**config.mk**
```make
export PLATFORM = sky130hd
export DESIGN_NAME = pps_duty_ctrl
export DESIGN_NICKNAME = d
export VERILOG_FILES = /design/src/rtl/pps_duty_ctrl.sv
export SDC_FILE = /design/constraint.sdc
export NUM_CORES = 1
export LEC_CHECK = 0
export CAP_MARGIN = 25
export CORE_MARGIN = 2
export CORE_UTILIZATION = 25
export CTS_BUF_LIST = sky130_fd_sc_hd__clkbuf_4
export DETAILED_ROUTE_END_ITERATION = 10
export HOLD_SLACK_MARGIN = 0.1
export PLACE_DENSITY_LB_ADDON = 0.25
export SLEW_MARGIN = 20
export SYNTH_ARGS = -nofsm -noshare
export SYNTH_HDL_FRONTEND = slang
export SYNTH_SLANG_ARGS = --single-unit
```
**constraint.sdc**
```tcl
create_clock -name CLK_SYS -period 8.7 [get_ports CLK_SYS]
set_input_delay 1.74 -clock CLK_SYS [delete_from_list [all_inputs] [get_ports CLK_SYS]]
set_output_delay 1.74 -clock CLK_SYS [all_outputs]
set_load 0.005 [all_outputs]
```
**src/rtl/pps_duty_ctrl.sv**
```systemverilog
// GPS 1PPS disciplining stage: counts CLK_SYS cycles per PPS period, runs a
// shift-based PI loop on the frequency error and drives the PWM duty word.
module pps_duty_ctrl #(
    parameter int NOMINAL   = 10000000,
    parameter int GROSS_LIM = 1000,
    parameter int ERR_LIM   = 500,
    parameter int KP_SH     = 4,
    parameter int KI_SH     = 2,
    parameter int INT_LIM   = 65536,
    parameter int DUTY_INIT = 32768,
    parameter int DUTY_MIN  = 1024,
    parameter int DUTY_MAX  = 64511,
    parameter int TIMEOUT   = 15000000,
    parameter int LOCK_TOL  = 2,
    parameter int LOCK_CNT  = 8
) (
    input  logic        CLK_SYS,
    input  logic        CLK_RST,
    input  logic        PPS_In,
    output logic [15:0] PWM_Duty,
    output logic        Duty_Valid,
    output logic [15:0] Freq_Err,
    output logic        Locked,
    output logic        Holdover
);

    localparam int unsigned CW  = 32;
    localparam int unsigned DW  = 40;
    localparam int unsigned LCW = $clog2(LOCK_CNT + 1);

    typedef enum logic [2:0] {
        ST_ACQ,
        ST_MEAS,
        ST_C1,
        ST_C2,
        ST_C3,
        ST_HOLD
    } state_t;

    state_t state, state_nxt;

    logic [2:0]           pps_sync;
    logic                 pps_rise;
    logic [CW-1:0]        cnt;
    logic [CW-1:0]        meas;
    logic                 pend, pend_d;
    logic signed [15:0]   err_q, err_d;
    logic signed [DW-1:0] p_q, p_d;
    logic signed [DW-1:0] integ_q, integ_d;
    logic [LCW-1:0]       lcnt_q, lcnt_d;
    logic [15:0]          duty_d, ferr_d;
    logic                 dv_d, locked_d, hold_d;
    logic signed [DW-1:0] diff_c, isum_c, raw_c;
    logic                 gross_c, timeout_c, evt_c, in_tol_c;

    // Left unreset so a reset while PPS_In is high cannot fabricate an edge.
    always_ff @(posedge CLK_SYS) begin
        pps_sync <= {pps_sync[1:0], PPS_In};
    end

    assign pps_rise = pps_sync[1] & ~pps_sync[2];

    // Free-running period counter; meas holds cycles between the last two edges.
    always_ff @(posedge CLK_SYS) begin
        if (CLK_RST) begin
            cnt  <= '0;
            meas <= '0;
        end else if (pps_rise) begin
            meas <= (&cnt) ? cnt : cnt + CW'(1);
            cnt  <= '0;
        end else if (!(&cnt)) begin
            cnt <= cnt + CW'(1);
        end
    end

    assign timeout_c = (cnt == CW'(TIMEOUT - 1));
    assign evt_c     = pps_rise | pend;
    assign diff_c    = $signed({{(DW-CW){1'b0}}, meas}) - DW'(NOMINAL);
    assign gross_c   = (diff_c > DW'(GROSS_LIM)) || (diff_c < -DW'(GROSS_LIM));
    assign isum_c    = integ_q + (DW'(err_q) <<< KI_SH);
    assign raw_c     = DW'(DUTY_INIT) - (p_q + integ_q);
    assign in_tol_c  = (err_q <= 16'(LOCK_TOL)) && (err_q >= -16'(LOCK_TOL));

    always_ff @(posedge CLK_SYS) begin
        if (CLK_RST) begin
            state <= ST_ACQ;
        end else begin
            state <= state_nxt;
        end
    end

    // An edge seen mid-calculation is replayed through C1 and lands as a gross discard.
    always_comb begin
        state_nxt = state;
        case (state)
            ST_ACQ, ST_HOLD: begin
                if (pps_rise) state_nxt = ST_MEAS;
            end
            ST_MEAS: begin
                if (pps_rise)       state_nxt = ST_C1;
                else if (timeout_c) state_nxt = ST_HOLD;
            end
            ST_C1: begin
                if (gross_c) state_nxt = evt_c ? ST_C1 : ST_MEAS;
                else         state_nxt = ST_C2;
            end
            ST_C2:   state_nxt = ST_C3;
            ST_C3:   state_nxt = evt_c ? ST_C1 : ST_MEAS;
            default: state_nxt = ST_ACQ;
        endcase
    end

    always_comb begin
        err_d    = err_q;
        p_d      = p_q;
        integ_d  = integ_q;
        lcnt_d   = lcnt_q;
        pend_d   = pend;
        duty_d   = PWM_Duty;
        ferr_d   = Freq_Err;
        dv_d     = 1'b0;
        locked_d = Locked;
        hold_d   = Holdover;
        case (state)
            ST_ACQ, ST_HOLD: begin
                if (pps_rise) hold_d = 1'b0;
            end
            ST_MEAS: begin
                if (!pps_rise && timeout_c) begin
                    hold_d   = 1'b1;
                    locked_d = 1'b0;
                    lcnt_d   = '0;
                end
            end
            ST_C1: begin
                if (gross_c) begin
                    lcnt_d   = '0;
                    locked_d = 1'b0;
                    pend_d   = 1'b0;
                end else begin
                    pend_d = evt_c;
                    if (diff_c > DW'(ERR_LIM))       err_d = 16'(ERR_LIM);
                    else if (diff_c < -DW'(ERR_LIM)) err_d = -16'(ERR_LIM);
                    else                             err_d = 16'(diff_c);
                end
            end
            ST_C2: begin
                pend_d = evt_c;
                p_d    = DW'(err_q) <<< KP_SH;
                if (isum_c > DW'(INT_LIM))       integ_d = DW'(INT_LIM);
                else if (isum_c < -DW'(INT_LIM)) integ_d = -DW'(INT_LIM);
                else                             integ_d = isum_c;
            end
            ST_C3: begin
                pend_d = 1'b0;
                if (raw_c > DW'(DUTY_MAX))      duty_d = 16'(DUTY_MAX);
                else if (raw_c < DW'(DUTY_MIN)) duty_d = 16'(DUTY_MIN);
                else                            duty_d = 16'(raw_c);
                ferr_d = err_q;
                dv_d   = 1'b1;
                if (!in_tol_c)                       lcnt_d = '0;
                else if (lcnt_q != LCW'(LOCK_CNT))   lcnt_d = lcnt_q + LCW'(1);
                locked_d = (lcnt_d == LCW'(LOCK_CNT));
            end
            default: ;
        endcase
    end

    always_ff @(posedge CLK_SYS) begin
        if (CLK_RST) begin
            err_q      <= '0;
            p_q        <= '0;
            integ_q    <= '0;
            lcnt_q     <= '0;
            pend       <= 1'b0;
            PWM_Duty   <= 16'(DUTY_INIT);
            Duty_Valid <= 1'b0;
            Freq_Err   <= '0;
            Locked     <= 1'b0;
            Holdover   <= 1'b0;
        end else begin
            err_q      <= err_d;
            p_q        <= p_d;
            integ_q    <= integ_d;
            lcnt_q     <= lcnt_d;
            pend       <= pend_d;
            PWM_Duty   <= duty_d;
            Duty_Valid <= dv_d;
            Freq_Err   <= ferr_d;
            Locked     <= locked_d;
            Holdover   <= hold_d;
        end
    end

endmodule

```
# Word-level counts from Yosys, hierarchy flattened

Index checks and enable logic that the tools add are counted.

Flip-flop bits (word level): 182
Input bits: 3
Logic and storage cells: 89

$add $sub $neg: 6
Magnitude comparators: 10
Equal/unequal tests: 12
Muxes and demuxes: 28
Bitwise logic cells: 4
Reductions and logical operators: 15

Operators by type and width:

| kind                                                                                  | number |
|---|---|
| 40-bit 2-to-1 mux                                                                     | 2 |
| 16-bit 2-to-1 mux                                                                     | 4 |
| 20-bit by 40-bit adder with 40-bit output                                             | 1 |
| 40-bit by 18-bit adder with 40-bit output                                             | 1 |
| 40-bit by 17-bit > comparator with 1-bit output (second input constant)               | 1 |
| 40-bit by 18-bit > comparator with 1-bit output (second input constant)               | 1 |
| 40-bit by 12-bit less-than comparator with 1-bit output (second input constant)       | 1 |
| 40-bit by 17-bit less-than comparator with 1-bit output (second input constant)       | 1 |
| 17-bit by 40-bit subtractor with 40-bit output (first input constant)                 | 1 |
| 33-bit by 10-bit > comparator with 1-bit output (second input constant)               | 1 |
| 33-bit by 11-bit > comparator with 1-bit output (second input constant)               | 1 |
| 33-bit by 10-bit less-than comparator with 1-bit output (second input constant)       | 1 |
| 33-bit by 11-bit less-than comparator with 1-bit output (second input constant)       | 1 |
| 32-bit by 24-bit subtractor with 33-bit output (second input constant)                | 1 |
| 32-bit by 1-bit adder with 32-bit output (second input constant)                      | 1 |
| 32-bit by 24-bit equality test with 1-bit output (second input constant)              | 1 |
| 32-bit 2-to-1 mux                                                                     | 1 |
| 32-bit AND reduction                                                                  | 1 |
| 4-bit 2-to-1 mux                                                                      | 5 |
| 16-bit by 2-bit greater-or-equal comparator with 1-bit output (second input constant) | 1 |
| 16-bit by 3-bit <= comparator with 1-bit output (second input constant)               | 1 |
| 3-bit one-hot mux with 5 select lines                                                 | 1 |
| 4-bit one-hot mux with 3 select lines                                                 | 1 |
| 3-bit 2-to-1 mux                                                                      | 3 |
| 24 further kinds                                                                      | 41 |

# Logic depth before layout (Yosys ltp)

Gate-level depths: netlist of run 1.

Depth in word-level cells: 6
Mapped depth: 21
Depth with buffers taken out: 19

# Worst setup path after synthesis of run 1

OpenSTA, ideal clock, no wires.

Path type: flip-flop to flip-flop
Start point: reg err_q[15]
End point: reg integ_q[3]
Arrival: 5.056 ns
Required time: 8.578 ns
Path slack: 3.522 ns
Stages on the path, launching flop included: 20
Path through: dfxtp_1 ha_1 clkbuf_1 a21oi_1 o211ai_1 a221oi_1 nand2_1 or2_2 a21oi_1 xnor2_1 and3_1 nand4_1 or4_1 or4_1 ha_1 clkbuf_1 inv_1 and3_1 and3_1 a221o_1

Cells in the longest elaborated chain, start to end: 4
Elaborated cells between the ends (all ways): 5
Classes of those cells: 1 x add/sub; 2 x order compare; 2 x mux

RTL lines:

| what                                                    | line | text |
|---|---|---|
| start, declared                                         | 47   | `logic signed [15:0] err_q, err_d;` |
| start signal, assigned                                  | 182  | `err_q <= err_d;` |
| 40-bit by 18-bit adder with 40-bit output (*)           | 80   | `assign isum_c = integ_q + (DW'(err_q) <<< KI_SH);` |
| 40-bit by 17-bit less-than comparator with 1-bit output | 151  | `else if (isum_c < -DW'(INT_LIM)) integ_d = -DW'(INT_LIM);` |
| 40-bit 2-to-1 mux                                       | 151  |  |
| 40-bit 2-to-1 mux (*)                                   | 150  | `if (isum_c > DW'(INT_LIM)) integ_d = DW'(INT_LIM);` |
| end signal, assigned                                    | 184  | `integ_q <= integ_d;` |
| end, declared                                           | 49   | `logic signed [DW-1:0] integ_q, integ_d;` |

Mark *: on every way between the ends. The rest lies on a longest branch, timed or not.
A chain may end at the register's enable or synchronous reset.

# Worst setup path after layout of run 1

Start point: reg err_q[3]
End point: reg integ_q[29]

The elaborated chain is that of the path after synthesis.

==> qor.yml, run 1 <==
status:
  outcome: "completed"
detailed_routing:
  vias_per_cell: 5.23
  finalWirelength_um: 41700
  drtPass1Iterations: 7
  drc: 0
  drtAntennaViolNets: 0
  vias: 12900
  routedWlPerCell_um: 16.9
  drt-initial-drc-count: 919
global_route:
  grt_use_met2: 0.243
  busiest_layer: "met2"
  use_met1: 0.202
  met3_usage: 0.0242
  first_global_vias: 12200
  grt_first_pass_wirelength_um: 67100
  grt-ovfl-total: 0
  antenna_found_initial: 1
  grt_max_degree: 84
  grt_use_total: 0.149
floorplanning:
  die_w_um: 235
  chipHeight_um: 235
  die_area_sq_mm: 0.0554
  row_count: 84
  coreArea_sq_mm: 0.0528
  num_io_pins: 38
  initial_core_util: 0.254
min_path:
  hold_depth: 0
  hp-start: "pps_sync[0]"
  min_path_type: "register to register"
  whs_endpoint: "pps_sync[1]"
critical_path:
  critPathKind: "register to register"
  critPathCaptureType: "register"
  critical_path.max_fanout: 21
  r2r_setup_slack_ns: 2.57
  crit_path_start_kind: "register"
  crit_path_start: "err_q[3]"
  reg2reg_depth: 18
  r2r-end: "integ_q[29]"
  cp.required_ns: 9.31
  critical_path_arrival_ns: 6.74
  r2r_start: "err_q[3]"
sta:
  fin_tns_setup_ns: 0
  period_needed_ns: 6.13
  grt_setup_unrepaired: "no"
  fin_worst_skew_ns: 0.0334
  setup_viol: 0
  hold_viol: 0
  period_share: 0.704
  drv_slew: 0
  relSlewSlack: 0.313
  max_freq_mhz: 163
  tightest_slew_ns: 1.03
power:
  swShare: 0.281
  leakage_uw: 0.00574
  switchingPower_uw: 411
  power.density_mw_per_mm2: 99.5
  total_power_uw: 1460
  pwr-share-comb: 0.065
  internal_power_uw: 1050
  p_clk_frac: 0.350
  p_seq_frac: 0.584
  vdd_ir_drop_max_mv: 0.105
cells_and_area:
  regArea_sq_mm: 0.00360
  syn_to_final_growth_pct: 9.71
  multi_input_area_sq_mm: 0.00916
  drive_above_1_share: 0.0377
  n_fill_cell: 5872
  nets: 1885
logic_synthesis:
  synth_seq_cells: 180
  async_flop_share: 0
  netlist.area_leader.share: 0.269
  synthCells: 1782
  syn_nets: 1904
  synth_cell_type_count: 77
  synthesis.area_sq_mm: 0.0134
  yosysTopAreaCell: "dfxtp_1"
  ys_top_cells_by_area: "dfxtp_1, ha_1, a21oi_1"
  synth_ff_type: "dfxtp_1"
  syn_area_per_cell_sq_um: 7.51
  synth_edf_count: 0
  synth-warning-count: 0
  yosysSeqAreaShare: 0.269
placed_design:
  hpwlAfterDp_um: 32200
  io_buffers: 37
  place.gp.congestion: 0.898
clock_network:
  cts_made_buffers: 17
  clk_pin_slew_ns: 0.17
  cts.path.max_buffers: 2
  cts_sinks: 180
  tritoncts: "done"
  cts_resized: 0
  htree_levels: 4
  cts_hold_buf: 0
  root_buffer: "clkbuf_4"
  clock_latency_ns: 0.67
  cts_setup_buffers: 0
job:
  drv_cap: 0
state kept, by name (all words and copies together) (netlist names), 3 cells and up:
name	count
Freq_Err	16
PWM_Duty	16
cnt	32
err_q	16
integ_q	38
lcnt_q	4
meas	32
p_q	16
pps_sync	3
state	3
worst max-delay path, cell delays in order, from the launching register on:
cell and delay, ns:
dfxtp_1 0.40, ha_1 0.44, nand4_1 0.20, a211oi_1 0.83
o21ai_0 0.40, a21oi_1 0.31, a31oi_1 0.17, nor2_1 0.16
xnor2_1 0.08, buf_4 0.21, nand3b_1 0.17, or4_1 0.41
or4_1 0.41, ha_1 0.71, nor2_1 0.11, nor2_1 0.14
and2_1 0.14, and2_1 0.55, a221o_1 0.20
routing by layer:
metal	up-vias	part of all wire
met1	6123	0.48
met4	0	0.015
met5	-	0
met3	44	0.035
met2	253	0.47
li1	6499	-
worst max-delay path by stage:
stage                       end  slack [ns]  depth (start not counted)
finish              integ_q[29]        2.57                         18
floorplan            integ_q[3]        3.52                         19
global route        integ_q[26]        2.12                         19
CTS                 integ_q[29]        2.72                         19
detailed placement  integ_q[29]        2.78                         19
global placement    integ_q[36]        2.87                         19
metrics by stage:
step,instances,cell area [sq um],util,hold slack (ns),setup WS [ns]
6_report,2468,14700,0.278,0.347,2.57
5_1_grt,2466,14700,0.278,0.356,2.12
4_1_cts,2463,14700,0.278,0.350,2.72
3_5_place_dp,2431,14400,0.273,0.319,2.78
3_3_place_gp,2431,14400,0.272,0.324,2.87
2_1_floorplan,1782,13400,-,0.310,3.52
synthesized netlist by cell type (all sizes together) (5+ instances only):
| library cell | n |
|---|---|
| nor2 | 178 |
| nand4 | 55 |
| o311ai | 5 |
| a211o | 11 |
| and4 | 8 |
| mux2i | 11 |
| nor4 | 21 |
| or4 | 9 |
| and3 | 21 |
| nor3 | 48 |
| a21oi | 169 |
| nand3 | 77 |
| a31oi | 15 |
| o31ai | 8 |
| nand2b | 22 |
| xor2 | 43 |
| a21o | 32 |
| o21a | 19 |
| nand2 | 202 |
| ha | 118 |
| or2 | 6 |
| nand3b | 6 |
| o21ai | 90 |
| inv | 80 |
| o211ai | 11 |
| a221o | 15 |
| a2111oi | 7 |
| o21bai | 15 |
| a221oi | 6 |
| xnor2 | 47 |
| a211oi | 60 |
| and2 | 11 |
| o2111ai | 5 |
| or3 | 17 |
| clkbuf | 81 |
| buf | 6 |
| nand4b | 5 |
| dfxtp | 180 |
power groups by stage:
stage / sequential, uW / clock [uW] / combinational, uW
2_1_floorplan: 862 / 0 / 76.1
3_3_place_gp: 871 / 0 / 94.2
3_5_place_dp: 871 / 0 / 95.4
4_1_cts: 854 / 532 / 95.8
5_1_grt: 857 / 562 / 108
6_report: 854 / 512 / 95.7
layout by cell type (no fill, tap or decap), types with 21 or more instances in the layout:
cell type and instances:
nand2_1 201, inv_1 80, o21ai_0 88, nor2_1 175, xor2_1 43, ha_1 118
a21o_1 32, clkdlybuf4s50_1 36, nor3_1 46, a21oi_1 168, nand4_1 55, a211oi_1 60
and3_1 21, nand3_1 77, nand2b_1 22, xnor2_1 47, dfxtp_1 180
area by class of cell:
cell class | count | share of cell area
inverter | 80 | 0.0204
clock inverter | 13 | 0.00997
clock buffer | 19 | 0.00971
multi-input combinational | 1435 | 0.624
tap | 688 | 0.0586
timing repair buffer | 49 | 0.0312
antenna | 4 | 0.000682
sequential | 180 | 0.245
logic make-up (layout without fill, tap and decap cells):
family,Yosys count,after routing,share of synthesized area
simple gates,706,706,0.257
mux,13,13,0.00991
compound gates,507,507,0.246
flops,180,180,0.269
other cells,0,4,0
xor+xnor,90,90,0.0589
buf+inv,167,161,0.0479
fa+ha+maj,119,119,0.112
Note: power is estimated with default switching activity, not from simulation.
==> run 2: changes to the inputs <==
==> constraint.sdc (replaced) <==
create_clock -name CLK_SYS -period 6 [get_ports CLK_SYS]
set_input_delay 1.2 -clock CLK_SYS [delete_from_list [all_inputs] [get_ports CLK_SYS]]
set_output_delay 1.2 -clock CLK_SYS [all_outputs]
set_load 0.005 [all_outputs]
==> run 2 against run 1 <==
Via count rose by 0.66%. Critical endpoint is now integ_q[27]. Largest power group unchanged. Hold slack gained 0.0052 ns. Core utilization up 0.18 points. Sequential share of layout area decreased by 0.15 points. Power rose by 44%.
==> qor.yml, run 2 (synthesized netlist as in run 1, its figures left out) <==
sta:
  period_share: 0.912
  max_freq_mhz: 183
  setup_viol: 0
  grt_setup_unrepaired: "no"
  hold_viol: 0
  fin_worst_skew_ns: 0.0343
  relSlewSlack: 0.394
  drv_slew: 0
  period_needed_ns: 5.47
  fin_tns_setup_ns: 0
  tightest_slew_ns: 0.899
placed_design:
  hpwlAfterDp_um: 31800
  place.gp.congestion: 0.869
  post-place-cells: 2445
  io_buffers: 37
clock_network:
  clock_latency_ns: 0.65
  cts_sinks: 180
  cts.path.max_buffers: 2
  clk_pin_slew_ns: 0.16
  cts_setup_buffers: 0
  cts_resized: 0
  cts_hold_buf: 0
  root_buffer: "clkbuf_4"
  tritoncts: "done"
  cts_made_buffers: 17
  htree_levels: 4
detailed_routing:
  drt-initial-drc-count: 894
  drtAntennaViolNets: 0
  finalWirelength_um: 40800
  drc: 0
  routedWlPerCell_um: 16.5
  vias: 13000
  drtPass1Iterations: 5
  vias_per_cell: 5.24
global_route:
  grt-ovfl-total: 0
  grt_first_pass_wirelength_um: 65500
  first_global_vias: 12000
  grt_use_total: 0.144
  antenna_found_initial: 1
  grt_max_degree: 68
floorplanning:
  die_area_sq_mm: 0.0554
  die_w_um: 235
  row_count: 84
  chipHeight_um: 235
  num_io_pins: 38
  initial_core_util: 0.254
  coreArea_sq_mm: 0.0528
cells_and_area:
  post-route-util: 0.280
  final_cells: 2480
  largest_reg_flops: 38
  top_register: "integ_q"
  syn_to_final_growth_pct: 10.4
  nets: 1898
  layout_commonest_cell: "nand2_1"
  reg_top3: "integ_q x38, cnt x32, meas x32"
  layout.cells.most_common_list: "nand2_1, dfxtp_1, nor2_1"
  n_fill_cell: 5845
  drive_above_1_share: 0.0458
power:
  leakage_uw: 0.00581
  vdd_ir_drop_max_mv: 0.184
  power.density_mw_per_mm2: 143
critical_path:
  crit_path_start_kind: "register"
  r2r-end: "integ_q[27]"
  reg2reg_depth: 19
  critPathKind: "register to register"
  r2r_setup_slack_ns: 0.53
  critPathCaptureType: "register"
  cp.required_ns: 6.53
  r2r_start: "err_q[15]"
  critical_path_arrival_ns: 6.00
  critical_path.max_fanout: 18
job:
  drv_cap: 0
min_path:
  hp-start: "pps_sync[0]"
  min_path_type: "register to register"
  whs_endpoint: "pps_sync[1]"
  hold_depth: 0
status:
  outcome: "completed"
-- run 2: changes by cell type in the layout (fill, tap and decap cells not counted), sizes merged --
| cell | previous run | this run |
|---|---|---|
| buf | 12 | 26 |
| bufinv | 2 | 1 |
| clkbuf | 20 | 17 |
| clkinvlp | 2 | 1 |
| diode | 4 | 3 |
| inv | 84 | 88 |
-- run 2: how the worst max path moves through the flow --
stage | from | to | slack, ns | depth (start not counted)
6_report | err_q[15] | integ_q[27] | 0.53 | 19
5_1_grt | err_q[4] | integ_q[26] | 0.04 | 19
4_1_cts | err_q[15] | integ_q[27] | 0.57 | 19
3_5_place_dp | err_q[15] | integ_q[19] | 0.63 | 19
3_3_place_gp | integ_q[2] | integ_q[34] | 0.73 | 19
2_1_floorplan | err_q[15] | integ_q[3] | 0.82 | 19
-- run 2: layout make-up --
type                            count  area [sq um]  area share
Clock buffer                       17           128     0.00864
Clock inverter                     15           164      0.0111
Timing Repair Buffer               62           556      0.0376
Multi-Input combinational cell   1435          9160       0.620
Antenna cell                        3          7.51    0.000508
Sequential cell                   180          3600       0.244
Inverter                           80           300      0.0203
Tap cell                          688           861      0.0583
-- run 2: power breakdown --
part,leakage [uW],switching (uW),internal [uW]
logic,0.00419,88.4,50.0
clock network,0.000159,504,226
registers,0.00146,26.0,1210
-- run 2: stage by stage --
stage | setup WS (ns) | instance area, sq um | total power (uW) | hold slack, ns
final | 0.525 | 14800 | 2110 | 0.352
after global routing | 0.0356 | 14800 | 2200 | 0.365
after CTS | 0.567 | 14800 | 2130 | 0.356
after detailed placement | 0.628 | 14500 | 1400 | 0.325
after global placement | 0.727 | 14500 | 1400 | 0.320
after floorplan | 0.822 | 13400 | 1360 | 0.310
-- run 2: worst max-delay path: stages (launching register included) --
cell and delay, ns:
dfxtp_1 0.53, buf_4 0.31, ha_1 0.32, a21oi_1 0.24, o211ai_1 0.13, a221oi_1 0.28
nand2_1 0.14, o21ai_0 0.40, o22ai_1 0.12, a31oi_1 0.26, and3_1 0.20, nand4_1 0.08
or4_1 0.52, or4_1 0.41, ha_1 0.33, nor2_1 0.11, nor2_1 0.06, and2_1 0.19
and2_1 0.38, a211o_1 0.36
-- run 2: per-layer routing --
layer  share of wire  global-route usage  vias up
met2            0.47               0.240      236
met1            0.49               0.199     6195
li1                -                   -     6547
met4          0.0096              0.0266        0
met5               0                   0        -
met3           0.032              0.0202       26
